**src/rtl/adc_ddr_capture_mc.sv**
```systemverilog
// Multi-channel ADC DDR capture: registered rise/fall pairing with
// per-channel training-pattern lock tracking and error counting.
module adc_ddr_capture_mc #(
  parameter int                N_CH     = 2,
  parameter int                DATA_W   = 16,
  parameter logic [DATA_W-1:0] PAT_A    = 16'hE5E3,
  parameter logic [DATA_W-1:0] PAT_B    = 16'h1A1C,
  parameter int                LOCK_CNT = 16,
  parameter int                MISS_MAX = 4,
  parameter int                ERR_W    = 16
) (
  input  logic                   AdcDCO_i,
  input  logic                   Rst_i,
  input  logic [N_CH*DATA_W-1:0] Rise_i,
  input  logic [N_CH*DATA_W-1:0] Fall_i,
  input  logic                   InVld_i,
  input  logic [1:0]             Mode_i,
  input  logic [N_CH-1:0]        Swap_i,
  input  logic                   ClrErr_i,
  output logic [N_CH*DATA_W-1:0] q1_o,
  output logic [N_CH*DATA_W-1:0] q2_o,
  output logic                   OutVld_o,
  output logic [N_CH-1:0]        Lock_o,
  output logic [N_CH*ERR_W-1:0]  ErrCnt_o
);

  localparam int RUN_W  = $clog2(LOCK_CNT + 1);
  localparam int MISS_W = $clog2(MISS_MAX + 1);
  localparam logic [RUN_W-1:0]  RUN_LAST  = RUN_W'(LOCK_CNT - 1);
  localparam logic [MISS_W-1:0] MISS_LAST = MISS_W'(MISS_MAX - 1);
  localparam logic [DATA_W-1:0] ONE       = DATA_W'(1);

  typedef enum logic [1:0] {HUNT, CHECK, LOCKED} state_t;

  logic [N_CH*DATA_W-1:0] rise_r;
  logic [N_CH*DATA_W-1:0] fall_r;
  logic                   vld_r;
  logic                   out_vld;
  logic [1:0]             mode_r;
  logic                   mode_act;
  logic                   mode_chg;

  assign mode_act = (Mode_i == 2'b01) || (Mode_i == 2'b10);
  assign mode_chg = (Mode_i != mode_r);
  assign OutVld_o = out_vld;

  always_ff @(posedge AdcDCO_i) begin
    if (Rst_i) begin
      rise_r  <= '0;
      fall_r  <= '0;
      vld_r   <= 1'b0;
      out_vld <= 1'b0;
      mode_r  <= Mode_i;
    end else begin
      rise_r  <= Rise_i;
      fall_r  <= Fall_i;
      vld_r   <= InVld_i;
      out_vld <= vld_r;
      mode_r  <= Mode_i;
    end
  end

  for (genvar c = 0; c < N_CH; c++) begin : g_ch
    logic [DATA_W-1:0] rise_w;
    logic [DATA_W-1:0] fall_w;
    logic [DATA_W-1:0] q1;
    logic [DATA_W-1:0] q2;
    logic [DATA_W-1:0] prev;
    logic              swap_r;
    logic              seed;
    logic              lock;
    logic              pat_ok;
    logic              ramp_ok;
    logic              match;
    logic              chg;
    logic              bump;
    state_t            state;
    logic [RUN_W-1:0]  run;
    logic [MISS_W-1:0] miss;
    logic [ERR_W-1:0]  err;

    assign rise_w  = rise_r[c*DATA_W +: DATA_W];
    assign fall_w  = fall_r[c*DATA_W +: DATA_W];
    assign pat_ok  = (q1 == PAT_A) && (q2 == PAT_B);
    assign ramp_ok = (q2 == q1 + ONE) &&
                     (!seed || (q1 == prev + ONE));
    assign match   = (Mode_i == 2'b01) ? pat_ok : ramp_ok;
    assign chg     = mode_chg || (Swap_i[c] != swap_r);
    assign bump    = mode_act && !chg && out_vld && !match &&
                     (state != HUNT) && (err != '1);

    always_ff @(posedge AdcDCO_i) begin
      if (Rst_i) begin
        q1 <= '0;
        q2 <= '0;
      end else if (vld_r) begin
        q1 <= Swap_i[c] ? fall_w : rise_w;
        q2 <= Swap_i[c] ? rise_w : fall_w;
      end
    end

    // Checker consumes the registered output pair, one edge after it appears.
    always_ff @(posedge AdcDCO_i) begin
      if (Rst_i) begin
        state  <= HUNT;
        run    <= '0;
        miss   <= '0;
        seed   <= 1'b0;
        prev   <= '0;
        lock   <= 1'b0;
        swap_r <= Swap_i[c];
      end else begin
        swap_r <= Swap_i[c];
        if (!mode_act || chg) begin
          state <= HUNT;
          run   <= '0;
          miss  <= '0;
          seed  <= 1'b0;
          lock  <= 1'b0;
        end else if (out_vld) begin
          seed <= 1'b1;
          prev <= q2;
          unique case (state)
            HUNT: begin
              if (match) begin
                state <= CHECK;
                run   <= RUN_W'(1);
              end
            end
            CHECK: begin
              if (match) begin
                run <= run + RUN_W'(1);
                if (run == RUN_LAST) begin
                  state <= LOCKED;
                  lock  <= 1'b1;
                  miss  <= '0;
                end
              end else begin
                state <= HUNT;
                run   <= '0;
                seed  <= 1'b0;
              end
            end
            LOCKED: begin
              if (match) begin
                miss <= '0;
              end else if (miss == MISS_LAST) begin
                state <= HUNT;
                lock  <= 1'b0;
                run   <= '0;
                miss  <= '0;
                seed  <= 1'b0;
              end else begin
                miss <= miss + MISS_W'(1);
              end
            end
            default: begin
              state <= HUNT;
              lock  <= 1'b0;
            end
          endcase
        end
      end
    end

    always_ff @(posedge AdcDCO_i) begin
      if (Rst_i || ClrErr_i) begin
        err <= '0;
      end else if (bump) begin
        err <= err + ERR_W'(1);
      end
    end

    assign q1_o[c*DATA_W +: DATA_W]  = q1;
    assign q2_o[c*DATA_W +: DATA_W]  = q2;
    assign Lock_o[c]                 = lock;
    assign ErrCnt_o[c*ERR_W +: ERR_W] = err;
  end

endmodule

```
**config.mk**
```make
export PLATFORM = sky130hd
export DESIGN_NAME = adc_ddr_capture_mc
export DESIGN_NICKNAME = d
export VERILOG_FILES = /design/src/rtl/adc_ddr_capture_mc.sv
export SDC_FILE = /design/constraint.sdc
export NUM_CORES = 1
export LEC_CHECK = 0
export CORE_UTILIZATION = 55
export DETAILED_ROUTE_END_ITERATION = 6
export HOLD_SLACK_MARGIN = 0.12
export PLACE_DENSITY_LB_ADDON = 0.1
export REMOVE_ABC_BUFFERS = 1
export SLEW_MARGIN = 20
export SYNTH_ARGS = -nofsm -noshare
export SYNTH_HDL_FRONTEND = slang
export SYNTH_SLANG_ARGS = --single-unit
```
**constraint.sdc**
```tcl
create_clock -name AdcDCO_i -period 3.65 [get_ports AdcDCO_i]
set_input_delay 0.5475 -clock AdcDCO_i [delete_from_list [all_inputs] [get_ports AdcDCO_i]]
set_output_delay 0.5475 -clock AdcDCO_i [all_outputs]
set_load 0.02 [all_outputs]
```
==> summary.txt <==
Clock tree
  • Post-CTS setup repair buffer count: 0
  • Clk Latency, worst-skew pair: 0.52 ns
  • Root buffer cell: clkbuf_16
  • Sink Count: 222
  • CTS Buffer Depth: 3
  • Gates resized, CTS repair: 0
  • Hold-fix buffers, CTS: 0
  • CTS tree: yes
  • H-tree lvl count: 1
  • CTS Buf Count: 24
  • Clock-pin slew on the worst setup and hold paths: 0.06 ns

Timing
  • Final min period: 3.343 ns
  • Final period utilization: 91.58%
  • Slew Viols, Final: 0
  • Worst relative slew slack: 31.70%
  • Final worst setup slack: 0.3072 ns
  • Hold_ws: 0.4477 ns
  • Slew @ Worst Pin: 1.021 ns
  • Worst Clk Skew: 0.01605 ns
  • Final setup vio count: 0
  • Setup Total Neg Slack: 0 ns
  • Final hold viol count: 0
  • Highest clock rate: 0.2991 GHz
  • Unrepaired setup endpoints after global routing: false

Synthesis
  • Count leader, synth: dfxtp_1
  • Synth top area share: 38.28%
  • Synth area leader: dfxtp_1
  • Compound-Gate Fraction of Synth Area: 15.15%
  • Async SR Flop Fraction: 0%
  • Synth unique cells: 88
  • EDFF count, synth: 0
  • Most used DFF post-synth: dfxtp_1
  • Largest family of logic cells by synthesized area: simple AND/OR/NAND/NOR gates
  • Most frequent cells after synthesis: dfxtp_1, nor2_1, mux2i_1
  • Mean Syn Cell Area: 8.897 µm²
  • Area of the mapped netlist: 11610 µm²
  • Part of the Yosys area used for sequential elements: 38.28%
  • Mux cell area share after synthesis: 8.976%
  • Synthesized instance count: 1305
  • FF+latch count, synth: 222
  • Synth top area cells: dfxtp_1, mux2i_1, nor2_1, a211oi_1, xnor2_1
  • Post-Synth Simple-Gate Area: 24.63%
  • Synth Area in XOR/XNOR: 6.562%
  • Synth warn: 0
  • Synth Area in Adders: 2.155%

Die
  • Core ar.: 20490 µm²
  • Die height: 147.3 µm
  • IO Count: 171
  • Initial Utilization: 56.65%
  • Die width: 147.3 µm
  • Cell row count: 52
  • Die area: 21700 µm²

Power
  • Peak supply drop: 316.8 µV
  • Static Leakage: 5.216 nW
  • Total Power: 5.863 mW
  • PD cells: 408.6 nW/µm²

Worst setup path
  • Crit Path Class: reg2reg
  • Reg2Reg Capture Point: g_ch[1].err[7]$_SDFFE_PP0P_
  • Critical path required time: 4.09 ns
  • Crit start category: flip-flop
  • R2R setup slack: 0.31 ns
  • Critical Path Start: g_ch[1].q1[0]$_SDFFE_PP0P_
  • Crit end category: flip-flop
  • Arr. time, crit path: 3.78 ns
  • Critical Path Fanout Max: 30
  • Register-to-Register Path Depth: 11
  • R2R Path Start: g_ch[1].q1[0]$_SDFFE_PP0P_

Flow run
  • Max-Cap Viols: 0

Hold path
  • Hold path depth: 2
  • Hold wc startpoint: Rst_i
  • Worst Hold End: OutVld_o$_SDFF_PP0_
  • Worst min path class: in2reg

Cells and area
  • Fin util: 70.01%
  • Reg area: 4448 µm²
  • Non-Filler Instances: 1730
  • Antenna diode instance count: 0
  • Multi-input logic area: 6676 µm²
  • Nets: 1534
  • Area delta synth->final: 23.57%
  • Post-route cell area: 14350 µm²
  • Filler cells: 1648
  • Share of cells above drive strength 1: 7.740%

Routing
  • Final ANT Viol Nets: 0
  • Iter 0 DRT Violations: 637
  • DR vias: 10120
  • Wirelength, routed: 28670 µm
  • DR WL/cell: 16.57 µm
  • Via/cell ratio: 5.848
  • DRC: 0
  • First-pass DRT Iterations: 5

Global route
  • Pin count of the biggest net entering global routing: 141
  • Overall routing resource usage: 26.12%
  • Grt total ovfl: 0
  • First-pass GRT wire length: 46690 µm
  • Initial antenna violation count: 0
  • Vias in the first global route: 9459

Placement
  • # placed instances: 1686
  • RePlAce Congestion: 0.9459
  • Worst slack, placed: 0.07867 ns
  • Port Buffers: 170
  • Post-Place Cell Area: 13520 µm²
  • Hpwl dp: 20560 µm

Run status
  • Status: finished clean
-- kinds of logic after synthesis --
family                     Yosys count
AOI/OAI and AO/OA                  235
DFF                                222
xor gates and xnor gates            87
buffers and inverters              119
muxes                              104
and+or+nand+nor                    518
adders and majority gates           20
-- cells in the final DEF (no fill, tap or decap), drive strengths merged, types with 29 or more instances in the layout --
cell / netlist / final
a211oi: 70 / 70
a21oi: 35 / 35
buf: 23 / 34
clkbuf: 67 / 30
clkdlybuf4s50: 0 / 167
dfxtp: 222 / 222
inv: 29 / 29
mux2i: 103 / 103
nand2: 67 / 67
nand3: 39 / 39
nor2: 152 / 152
nor2b: 75 / 75
xnor2: 58 / 58
xor2: 29 / 29
-- flip-flops by register name (all words and copies together), names as in the netlist, 4 cells and up --
register    flops
fall_r         32
g_ch.err       32
g_ch.prev      32
g_ch.q1        32
g_ch.q2        32
rise_r         32
g_ch.run       10
g_ch.miss       6
g_ch.state      4
-- area by class of cell --
class | instances | share of cell area, %
Multi-Input combinational cell | 964 | 46.53
Sequential cell | 222 | 31.00
Timing Repair Buffer | 201 | 13.57
Clock buffer | 30 | 4.700
Tap cell | 270 | 2.355
Clock inverter | 14 | 1.081
Inverter | 29 | 0.7587
-- worst max-delay path: stages (launching register included) --
cell and delay, ns:
dfxtp_1 0.35, ha_1 0.26, nand2_2 0.18, nor4_4 0.42, nor2_1 0.07, or3_1 0.37, a32o_1 0.26, a41o_1 0.29
a21o_1 0.24, buf_12 0.16, or4_1 0.50, a21oi_1 0.16
-- routing by layer --
metal	track usage [%]	routed length [µm]	vias up
met5	0	0	-
met4	9.588	830	0
met3	3.727	1498	61
met2	44.53	13900	297
met1	33.45	12450	4750
li1	-	-	5009
-- worst max path at each step --
stage	to	slack [ns]
floorplan	g_ch[1].err[7]$_SDFFE_PP0P_	-0.05
global placement	g_ch[0].run[2]$_SDFFE_PP0P_	0.17
detailed placement	g_ch[0].run[2]$_SDFFE_PP0P_	0.08
CTS	g_ch[1].err[7]$_SDFFE_PP0P_	0.35
global route	g_ch[0].err[4]$_SDFFE_PP0P_	0.15
finish	g_ch[1].err[7]$_SDFFE_PP0P_	0.31
-- where the power goes --
group	internal, mW	total [mW]	switching [mW]
Combinational	0.355	0.708	0.353
Sequential	2.51	2.64	0.123
Clock	1.52	2.52	0.997
Note: power is estimated with default switching activity, not from simulation.
